[src/rtl/integer_divider.sv]
// Sequential unsigned restoring shift-subtract divider with a carry-lookahead subtractor.
// Optional macro INTEGER_DIVIDER_ZERO_CHECK_EN short-circuits division by zero and raises div_by_zero.

module carry_lookahead_adder #(
  parameter int W = 4
) (
  input  logic [W-1:0] a_i,
  input  logic [W-1:0] b_i,
  input  logic         cin_i,
  output logic [W:0]   result_o
);

  logic [W-1:0] gen;
  logic [W-1:0] prop;
  logic [W:0]   carry;
  logic         chainProp;
  logic         carryAcc;

  assign gen  = a_i & b_i;
  assign prop = a_i ^ b_i;

  // Each carry is formed directly from generate/propagate terms rather than rippling.
  always_comb begin
    carry     = '0;
    chainProp = 1'b0;
    carryAcc  = 1'b0;
    carry[0]  = cin_i;
    for (int i = 0; i < W; i++) begin
      carryAcc  = gen[i];
      chainProp = prop[i];
      for (int j = i - 1; j >= 0; j--) begin
        carryAcc  = carryAcc | (chainProp & gen[j]);
        chainProp = chainProp & prop[j];
      end
      carry[i+1] = carryAcc | (chainProp & cin_i);
    end
  end

  assign result_o = {carry[W], prop ^ carry[W-1:0]};

endmodule

module integer_divider #(
  parameter int N = 4
) (
  input  logic         clock,
  input  logic         reset,
  input  logic         start,
  input  logic [N-1:0] dividend,
  input  logic [N-1:0] divisor,
  output logic [N-1:0] quotient,
  output logic [N-1:0] remainder,
  output logic         done,
  output logic         busy,
  output logic         div_by_zero
);

  localparam int CW = $clog2(N);

  typedef enum logic [2:0] {
    IDLE,
    INITIALIZE,
    SHIFT,
    SUBTRACT,
    DONE
  } state_t;

  state_t          state_q, state_d;
  logic [2*N:0]    shift_q, shift_d;
  logic [N-1:0]    dvsr_q, dvsr_d;
  logic [CW-1:0]   count_q, count_d;
  logic [N+1:0]    diff;

  // diff[N+1] is the carry out: set when the partial remainder is not below the divisor.
  carry_lookahead_adder #(
    .W(N + 1)
  ) u_sub (
    .a_i     (shift_q[2*N:N]),
    .b_i     (~{1'b0, dvsr_q}),
    .cin_i   (1'b1),
    .result_o(diff)
  );

  always_ff @(posedge clock) begin
    if (reset) begin
      state_q <= IDLE;
      shift_q <= '0;
      dvsr_q  <= '0;
      count_q <= '0;
    end else begin
      state_q <= state_d;
      shift_q <= shift_d;
      dvsr_q  <= dvsr_d;
      count_q <= count_d;
    end
  end

  always_comb begin
    state_d = state_q;
    shift_d = shift_q;
    dvsr_d  = dvsr_q;
    count_d = count_q;
    case (state_q)
      IDLE: begin
        if (start) state_d = INITIALIZE;
      end
      INITIALIZE: begin
        shift_d = {{(N + 1){1'b0}}, dividend};
        dvsr_d  = divisor;
        count_d = '0;
        state_d = SHIFT;
`ifdef INTEGER_DIVIDER_ZERO_CHECK_EN
        // Preload the all-ones quotient so DONE can present the result without iterating.
        if (divisor == '0) begin
          shift_d = {1'b0, dividend, {N{1'b1}}};
          state_d = DONE;
        end
`endif
      end
      SHIFT: begin
        shift_d = {shift_q[2*N-1:0], 1'b0};
        state_d = SUBTRACT;
      end
      SUBTRACT: begin
        if (diff[N+1]) begin
          shift_d[2*N:N] = diff[N:0];
          shift_d[0]     = 1'b1;
        end
        if (count_q == CW'(N - 1)) begin
          state_d = DONE;
        end else begin
          count_d = count_q + CW'(1);
          state_d = SHIFT;
        end
      end
      DONE: begin
        state_d = IDLE;
      end
      default: begin
        state_d = IDLE;
      end
    endcase
  end

  assign done      = (state_q == DONE);
  assign busy      = (state_q != IDLE);
  assign quotient  = done ? shift_q[N-1:0] : '0;
  assign remainder = done ? shift_q[2*N-1:N] : '0;

`ifdef INTEGER_DIVIDER_ZERO_CHECK_EN
  assign div_by_zero = done && (dvsr_q == '0);
`else
  assign div_by_zero = 1'b0;
`endif

endmodule
[config.mk]
export PLATFORM = sky130hd
export DESIGN_NAME = integer_divider
export DESIGN_NICKNAME = d
export VERILOG_FILES = /design/src/rtl/integer_divider.sv
export SDC_FILE = /design/constraint.sdc
export NUM_CORES = 1
export LEC_CHECK = 0
export BUFFER_PORTS_ARGS = -buffer_cell sky130_fd_sc_hd__buf_4
export CELL_PAD_IN_SITES_DETAIL_PLACEMENT = 1
export CELL_PAD_IN_SITES_GLOBAL_PLACEMENT = 2
export CORE_MARGIN = 2
export CORE_UTILIZATION = 33
export DETAILED_ROUTE_END_ITERATION = 16
export GPL_TIMING_DRIVEN = 0
export PLACE_DENSITY_LB_ADDON = 0.12
export SYNTH_ARGS = -nofsm -noshare
export SYNTH_HDL_FRONTEND = slang
export SYNTH_SLANG_ARGS = --single-unit
[constraint.sdc]
create_clock -name clock -period 3.3 [get_ports clock]
set_input_delay 0.165 -clock clock [delete_from_list [all_inputs] [get_ports clock]]
set_output_delay 0.165 -clock clock [all_outputs]
set_load 0.02 [all_outputs]
## Word-level counts from Yosys, hierarchy flattened

Cells that the tools add are included.

| operators by class | value |
|---|---|
| bitwise operators | 39 |
| add/sub/neg operators | 1 |
| multiplexer cells | 12 |
| equal/unequal tests | 8 |
| reductions and logical operators | 7 |

Operators with widths:

| cell | count |
|---|---|
| $and A1 B1 Y1 | 20 |
| $or A1 B1 Y1 | 15 |
| $pmux W5 S3 | 1 |
| $pmux W3 S4 | 1 |
| $xor A5 B5 Y5 | 2 |
| $mux W4 | 2 |
| $eq A3 B2 Y1 const B | 2 |
| $mux W3 | 2 |
| $ne A2 B2 Y1 const B | 3 |
| $pmux W3 S2 | 1 |
| $reduce_bool A3 Y1 | 2 |
| $and A5 B5 Y5 | 1 |
| $mux W5 | 1 |
| $not A4 Y5 | 1 |
| $pmux W2 S2 | 1 |
| $reduce_and A2 Y1 | 2 |
| $reduce_bool A2 Y1 | 2 |
| $eq A3 B1 Y1 const B | 1 |
| $eq A3 B3 Y1 const B | 1 |
| $logic_not A3 Y1 | 1 |
| $pmux W1 S3 | 1 |
| $add A2 B1 Y2 const B | 1 |
| $eq A2 B2 Y1 const B | 1 |
| $mux W2 | 1 |
| $mux W1 | 1 |

| word-level totals | value |
|---|---|
| register bits after elaboration | 18 |
| logic and storage cells | 72 |
| output and inout bits | 11 |

## Longest topological paths before layout

Gate-level depths: netlist of run 1.

| logic depth | value |
|---|---|
| depth after elaboration | 10 |
| gate-level depth with buffers | 6 |
| depth with buffers taken out | 6 |

## Cells and area by module

Synthesis of run 1 repeated with hierarchy kept, for this count alone.

| unflattened totals | value |
|---|---|
| cells, all modules | 131 |
| area total of the unflattened synthesis | 1123.6 sq um |

Modules (own cells, without submodules):

| module | times used | area each (sq um) | cells each |
|---|---|---|---|
| integer_divider | 1 | 919.6 | 107 |
| carry_lookahead_adder | 1 | 203.9 | 24 |

## Worst setup path after synthesis of run 1

No wires, ideal clock.

| timing | value |
|---|---|
| kind | register -> register |
| start point | reg shift_q[4] |
| end point | reg shift_q[0] |
| slack | 1526 ps |
| stages on the path, launching flop included | 7 |
| arrival time | 1653 ps |
| data required time | 3179 ps |
| cell sequence | dfxtp_1 inv_1 ha_1 o21a_1 o211a_1 o21bai_4 mux2_4 |

| on the way | value |
|---|---|
| longest elaborated chain between the ends | 6 |
| elaborated cells on any way between the ends | 8 |
| classes of those cells | eq/ne (1); bitwise (6); reduce/logical (1) |

RTL lines:

| what | line | source |
|---|---|---|
| start, declared | 69 | `logic [2*N:0] shift_q, shift_d;` |
| start signal, assigned | 92 | `shift_q <= shift_d;` |
| $and A5 B5 Y5 | 19 | `assign gen = a_i & b_i;` |
| $and A1 B1 Y1 | 32 | `carryAcc = carryAcc \| (chainProp & gen[j]);` |
| $or A1 B1 Y1 | 32 |  |
| $or A1 B1 Y1 (*) | 35 | `carry[i+1] = carryAcc \| (chainProp & cin_i);` |
| $ne A2 B2 Y1 (no line) (*) | -- |  |
| $reduce_and A2 Y1 (no line) (*) | -- |  |

Mark *: on every way between the ends. The rest lies on a longest branch, timed or not.
A chain may end at the register's enable or synchronous reset.

## Final worst setup path of run 1

Ends and elaborated chain as after synthesis.

==> run metrics, run 1 <==
status=complete, no violations; crit share post-route=59.98%; top sig layer=met4; Cells after Synth=139; critical-path cell list=inv_1 -> ha_1 -> o21a_1 -> o211a_1 -> o21bai_4 -> mux2_4; CTS max path bufs=2; Clock Skew=1.047 ps; Critical-path top delay cell=dfxtp_1; Max Transition Viols Final=0; ANT cells=0; area leader, netlist=dfxtp_1; Synth-to-Final Area Change=21.33%; Most used DFF post-synth=dfxtp_1; max-cap violations=0; Max VDD drop=roughly 0.17 mV; PD cells=359.9 nW/um2; DRT Pass-1 Iters=4; via density per instance=approximately 5; DR WL met3=90 um; Final setup viols=0; Post-CTS Hold Buffers=0; Yosys top cell area share=about a third; Tightest Hold Check Type=input port to flop; critical path class=flop to flop; PortBufs=19; Remaining Overflow, GRT=0; aggregate routed wire length=around 2.9 mm; wl on met1=~1.4 mm; CP Depth=6; Async SR Flop Fraction=0%; global-route wire length before repair=just under 5 mm; placed cells=204; layout cells sized above 1=19.14%; sequential fraction of the synthesis area=between 30% and 40%; number of flops mapped to enable cells by yosys=0; CTS tree=built; Synth Area in Simple Gates=24.49%; Setup TNS=0 ps; RSZ-0062 raised after global routing=false; Reg2Reg Setup Slack=1320 ps; root buffer cell=clkbuf_4; wire length per cell=14.02 um; TritonCTS Buffers=3; Worst EP required=3490 ps; Sink Count=18; Synth Area in Adders=7.901%; syn_nets=157; CTS clock-pin slew for the worst setup and hold paths=110 ps; CTS resizes=0; Storage cell area=360.3 um2; Met2 Wirelength=1.429 mm; post-CTS setup buffer count=0; top post-synthesis cells by area=dfxtp_1 (33%), ha_1 (7.9%), and3_1 (5.6%), o21ai_0 (5.0%), nand2_1 (4.7%); Hold Path Depth=3; Final GP Congestion=between 0.7 and 0.8; Total GRT Usage=17.36%; arrival time worst endpoint=2170 ps; IO Count=22; Die Height=61.96 um; DRT antenna net count=0; Final nets=181; Reg2Reg Depth=6; Worst setup EP type=flop; f_max=0.5052 GHz; Critical Path Start Type=flop; min cycle time layout=about 2000 ps; HPWL Detailed=between 2 and 2.5 mm; post-synthesis mux area share=4.966%; Synth top cells by count=dfxtp_1 (18), nand2_1 (14), o21ai_0 (11); CP peak stage delay=400 ps; WP buf/inv=1; main combinational cell family by area after synthesis=simple AND/OR/NAND/NOR gates; Remaining DRCs=0; Final Cell Area=1345 um2; initial core utilization=between 30% and 40%; syn avg cell area=7.975 um2; Final Non-Filler Cells=208; largest net degree at the start of global routing=11; Synth Area in Compound Gates=22.35%; CP Max Fanout=5; die width=roughly 62 um; Ys Warns=0; Synth cell types=37; worst skew pair latency=a little under 300 ps; mapped cell area=1109 um2; # fillers=430; Initial DRC Count=32; vias in the first global route=1,059; Crit path max-delay family=compound AO/OA/AOI/OAI gates; flops & latches, synth=18; Pleak=between 0.0005 and 0.0006 uW; depth of the CTS H-tree=1; Multi-input gate area=674.4 um2; full die area=3839 um2; row count=21; initial antenna violation count=0; final number of hold-violating endpoints=0; xor/xnor share of the synthesized area=0.7901%; area of the core=3284 um2; DR vias=1,040; count leader, synth=dfxtp_1; post-place instance area=1309 um2
[layout make-up]
| cell class | instances | area share [%] |
|---|---|---|
| inverter | 9 | 2.512 |
| timing repair buffer | 19 | 10.60 |
| sequential | 18 | 26.79 |
| multi-input combinational | 103 | 50.14 |
| tap | 46 | 4.279 |
| clock buffer | 4 | 2.698 |
| buffer | 9 | 2.977 |
[power by group]
part | leakage, uW | internal [uW] | total, uW | switching (uW)
Sequential | 0.000147 | 228 | 238 | 9.16
Combinational | 0.000418 | 44.4 | 107 | 62.8
Clock | 0.0000210 | 67.1 | 139 | 72.0
Total | 0.000586 | 340 | 484 | 144
[through the flow]
step | utilization [%] | hold WS [ps] | total power [uW] | setup slack [ps]
floorplan | - | 301.0 | 315.0 | 1526
global placement | 39.85 | 411.4 | 346.9 | 1369
detailed placement | 39.85 | 426.2 | 350.9 | 1318
CTS | 40.95 | 96.03 | 492.2 | 1297
global route | 40.95 | 95.31 | 516.4 | 1213
finish | 40.95 | 108.1 | 484.0 | 1321
[logic make-up (layout without fill, tap and decap cells)]
family                     count (synthesis)  in the layout
other                                      1              1
xor gates and xnor gates                   1              1
and+or+nand+nor                           53             53
adders and majority gates                  7              7
AOI/OAI and AO/OA                         36             36
DFF                                       18             18
buffers and inverters                     18             41
muxes                                      5              5
[worst min-delay path: cells and delay by family]
kind | cells | cell delay [ps]
AO/OA/AOI/OAI | 1 | 50
buffers and inverters | 1 | 110
AND/OR/NAND/NOR | 1 | 40
[worst paths after layout]
check              from          to
max          shift_q[4]  shift_q[0]
min          divisor[1]   dvsr_q[1]
max reg2reg  shift_q[4]  shift_q[0]
min reg2reg   dvsr_q[3]   dvsr_q[3]
[routing by layer]
layer / up-vias / GRT usage (%)
met2: 12 / 29.32
met1: 496 / 21.98
met3: 2 / 4.969
met5: - / 0
met4: 0 / 3.647
li1: 530 / -
[flip-flops by register name, indices dropped and copies added (netlist names)]
register  cells
count_q       2
dvsr_q        4
shift_q       9
state_q       3
[placed cells by master, fill, tap and decap left out, drive strengths merged, types with 2 or more instances in the layout]
cell	instances
a21oi	8
a22oi	2
a311oi	4
and2	2
and3	10
buf	22
clkbuf	10
dfxtp	18
ha	7
inv	9
mux2i	4
nand2	14
nand2b	4
nor2	11
nor2b	4
o211ai	2
o21a	2
o21ai	11
or2	2
or3	2
(Power assumes the default switching activity.)
==> run 2, diff against run 1 <==
--- a/config.mk
+++ b/config.mk
@@ -9,7 +9,7 @@
 export CELL_PAD_IN_SITES_DETAIL_PLACEMENT = 1
 export CELL_PAD_IN_SITES_GLOBAL_PLACEMENT = 2
 export CORE_MARGIN = 2
-export CORE_UTILIZATION = 33
+export CORE_UTILIZATION = 31
 export DETAILED_ROUTE_END_ITERATION = 16
 export GPL_TIMING_DRIVEN = 0
 export PLACE_DENSITY_LB_ADDON = 0.12
==> constraint.sdc (replaced) <==
create_clock -name clock -period 2.1 [get_ports clock]
set_input_delay 0.105 -clock clock [delete_from_list [all_inputs] [get_ports clock]]
set_output_delay 0.105 -clock clock [all_outputs]
set_load 0.02 [all_outputs]
==> run metrics, run 2 (synthesis gave the netlist of run 1 again) <==
status=complete, no violations; PD cells=~570 nW/um2; CTS resizes=0; CTS tree=built; wire length per cell=between 10 and 15 um; Clock Skew=12.29 ps; depth of the CTS H-tree=1; Synth-to-Final Area Change=21.33%; Post-CTS Hold Buffers=0; crit share post-route=93.42%; post-CTS setup buffer count=0; Max transition margin=61.24%; Die Height=between 60 and 70 um; Worst setup EP type=flop; Initial DRC Count=36; TritonCTS Buffers=3; initial antenna violation count=0; worst slack, placed=roughly 130 ps; aggregate routed wire length=2.906 mm; Final Cell Area=between 1000 and 1500 um2; PortBufs=19; most frequent cells in the layout=buf_4 (20), dfxtp_1 (18), nand2_1 (14), o21ai_0 (11); Total GRT Usage=15.72%; ANT cells=0; Max VDD drop=0.3174 mV; worst skew pair latency=310 ps; DRT antenna net count=0; via density per instance=5.034; Remaining DRCs=0; Critical Path Start Type=flop; Final Non-Filler Cells=208; post-place instance area=1309 um2; CTS max path bufs=2; Top reg by flops=shift_q; final number of hold-violating endpoints=0; fin worst setup slack=138.1 ps; largest net degree at the start of global routing=11; arrival time worst endpoint=2170 ps; initial core utilization=between 30% and 40%; critical path class=flop to flop; max-cap violations=0; Final nets=~180; RSZ-0062 raised after global routing=false; max FFs per register=9; IO Count=22; vias in the first global route=1,059; Setup TNS=0 ps; HPWL Detailed=2.225 mm; f_max=0.5097 GHz; CTS clock-pin slew for the worst setup and hold paths=120 ps; row count=21; global-route wire length before repair=4.940 mm; Largest regs=shift_q (9), dvsr_q (4), state_q (3); Max Transition Viols Final=0; worst-margin pin slew=579.2 ps; Tightest Hold Check Type=input port to flop; Sink Count=18; min cycle time layout=1962 ps; Final GP Congestion=slightly above 0.8; Pleak=0.0005860 uW; Worst EP required=2310 ps; Final setup viols=0; layout cells sized above 1=19.14%; area of the core=approximately 3400 um2; Remaining Overflow, GRT=0; DR vias=~1,000; CP Max Fanout=5; full die area=4070 um2; commonest non-fill, non-tap cell in the layout=buf_4; placed cells=204; DRT Pass-1 Iters=4; die width=63.80 um; root buffer cell=clkbuf_4
[run 2: cell counts in the layout (fill, tap and decap cells not counted)]
No cell type changed its count.
[run 2: metrics by stage]
step | util (%) | hold WS (ps) | total power, uW
4_1_cts | 39.68 | 29.20 | 779.1
2_1_floorplan | - | 241.0 | 495.0
3_3_place_gp | 38.61 | 351.8 | 545.5
5_1_grt | 39.68 | 37.86 | 808.0
6_report | 39.68 | 45.18 | 764.7
3_5_place_dp | 38.61 | 361.5 | 550.1
[run 2: layer usage]
metal	up-vias	part of all wire, %	GRT usage, %
li1	532	-	-
met1	496	48	19.89
met2	14	47	25.52
met3	5	2.9	2.641
met4	0	2.3	8.152
met5	-	0	0
[run 2: cell type report]
type | instances | area, um2
Clock buffer | 4 | 36.28
Tap cell | 46 | 57.56
Buffer | 9 | 40.04
Multi-Input combinational cell | 103 | 674.4
Fill cell | 420 | 2044
Sequential cell | 18 | 360.3
Inverter | 9 | 33.78
Timing Repair Buffer | 19 | 142.6
[run 2: critical path, stage by stage (launching register included)]
cell and delay (ps):
dfxtp_1 400, inv_1 80, ha_1 330, o21a_1 210, o211a_1 280, o21bai_4 260, mux2_4 320
[run 2: final timing paths]
| kind | startpoint | endpoint | slack, ps | cells after the start |
|---|---|---|---|---|
| setup / recovery | shift_q[4] | shift_q[0] | 140 | 6 |
| hold / removal | divisor[2] | dvsr_q[2] | 50 | 3 |
| setup reg to reg | shift_q[4] | shift_q[0] | 140 | 6 |
| hold reg to reg | dvsr_q[1] | dvsr_q[1] | 490 | 2 |
[run 2: report_power, final]
| part | internal [uW] | total, uW | switching (uW) |
|---|---|---|---|
| logic | 69.9 | 168 | 98.1 |
| clock network | 106 | 224 | 118 |
| registers | 359 | 373 | 13.6 |
==> run 3, diff against run 2 <==
==> constraint.sdc (replaced) <==
create_clock -name clock -period 1.9 [get_ports clock]
set_input_delay 0.095 -clock clock [delete_from_list [all_inputs] [get_ports clock]]
set_output_delay 0.095 -clock clock [all_outputs]
set_load 0.02 [all_outputs]
==> run metrics, run 3 (synthesis gave the netlist of run 1 again) <==
Final GP Congestion=around 0.81; reg-to-reg endpoint=shift_q[4]; Critical Path Start Type=flop; internal power=approximately 600 uW; Final setup viols=0; PortBufs=19; max-cap violations=0; Sink Count=18; CTS max path bufs=2; final number of hold-violating endpoints=0; depth of the CTS H-tree=1; Worst Setup SP=shift_q[7]; Clock power frac=29.1%; Reg2Reg Depth=6; Max transition margin=63.80%; via density per instance=5.053; most frequent cells in the layout=buf_4 (21), dfxtp_1 (17), nand2_1 (14), o21ai_0 (11); global-route wire length before repair=4.940 mm; row count=21; root buffer cell=clkbuf_4; Storage cell area=about 360 um2; Sw Ratio=30.03%; Final Non-Filler Cells=approximately 210; max FFs per register=9; Pleak=just under 0.0006 uW; Net Sw Power=257.5 uW; Hold Path Depth=3; CP Max Fanout=4; critical path class=flop to flop; Final nets=182; sequential share of power=48.0%; full die area=4070 um2; DR vias=1,056; Pwr Total=between 800 and 900 uW; Hold WS=34.63 ps; HP Start=divisor[2]; Clock Skew=~15 ps; Largest regs=shift_q (9), dvsr_q (4), state_q (3); status=complete, no violations; placed cells=just over 200; worst skew pair latency=approximately 310 ps; arrival time worst endpoint=1980 ps; ANT cells=0; Setup TNS=0 ps; layout cells sized above 1=a little over a fifth; DRT antenna net count=0; Tightest Hold Check Type=input port to flop; # fillers=419; Total GRT Usage=between 10% and 20%; worst-margin pin slew=roughly 540 ps; Worst EP required=2130 ps; CTS tree=built; R2R Path Start=shift_q[7]; Worst setup EP type=flop; CTS clock-pin slew for the worst setup and hold paths=120 ps; Top reg by flops=shift_q; Layout Utilization=40.61%; IO Count=22; RSZ-0062 raised after global routing=false; largest net degree at the start of global routing=11; Max VDD drop=about 0.35 mV; Die Height=63.80 um; initial core utilization=32.71%; HPWL Detailed=2.225 mm; aggregate routed wire length=between 2 and 3 mm; f_max=0.5697 GHz; initial antenna violation count=0; crit share post-route=92.38%; TritonCTS Buffers=3; Remaining Overflow, GRT=0; Synth-to-Final Area Change=24.15%; Remaining DRCs=0; Multi-input gate area=694.4 um2; Initial DRC Count=38; die width=~64 um; area of the core=3390 um2; Reg2Reg Setup Slack=140 ps; PD cells=623.1 nW/um2; commonest non-fill, non-tap cell in the layout=buf_4; logic gate share of total power=23.0%; Hold EP=dvsr_q[2]; Max Transition Viols Final=0; wire length per cell=13.89 um; vias in the first global route=1,061; DRT Pass-1 Iters=4; min cycle time layout=around 1800 ps
run 3: cell count changes in the layout (fill, tap and decap cells not counted):
cell	previous run	this run
ha_1	7	6
dfxtp_4	0	1
dfxtp_1	18	17
buf_4	20	21
o211a_4	0	1
ha_4	0	1
o211a_1	1	0
run 3: what timing repair did:
| action | in CTS | in global routing |
|---|---|---|
| hold buffers | 0 | 0 |
| endpoints found under the setup margin | 1 | 4 |
| buffers inserted | 1 | 0 |
| resized for setup | 0 | 4 |
| pin swaps | 1 | 0 |
run 3: how the worst max path moves through the flow:
stage          slack [ps]    endpoint
2_1_floorplan         130  shift_q[0]
3_3_place_gp          -30  shift_q[0]
3_5_place_dp          -70  shift_q[0]
4_1_cts                30  shift_q[4]
5_1_grt                50  shift_q[5]
6_report              140  shift_q[4]
run 3: through the flow:
| step | setup slack (ps) | area, um2 |
|---|---|---|
| finish | 144.8 | 1376 |
| global route | 52.05 | 1376 |
| CTS | 32.96 | 1353 |
| detailed placement | -73.43 | 1309 |
| global placement | -29.50 | 1309 |
| floorplan | 125.6 | 1109 |
run 3: worst max-delay path: stages (launching register included):
cell and delay, ps:
dfxtp_1 360, ha_1 370, a21oi_1 250, nand3_1 160
o21bai_4 190, buf_4 160, mux2i_1 180
run 3: power by group through the flow:
stage | logic [uW] | clock network (uW) | registers (uW)
after floorplan | 132 | 0 | 415
after global placement | 183 | 0 | 420
after detailed placement | 188 | 0 | 420
after CTS | 192 | 261 | 412
after global routing | 221 | 274 | 414
final | 197 | 249 | 411
run 3: layer usage:
layer  vias to the layer above  track usage [%]  routed length (um)
met5                         -                0                   0
met4                         0            8.152                  66
met3                         5            2.641                  93
met2                        20            25.52                1382
met1                       496            20.00                1361
li1                        535                -                   -
run 3: cell type report:
| type | instances | share of cell area (%) |
|---|---|---|
| multi-input cells | 103 | 50.45 |
| plain buffers | 9 | 2.909 |
| clock buffers | 4 | 2.636 |
| inverters | 9 | 2.455 |
| flip-flops and latches | 18 | 26.45 |
| repair buffers | 20 | 10.91 |
| well taps | 46 | 4.182 |
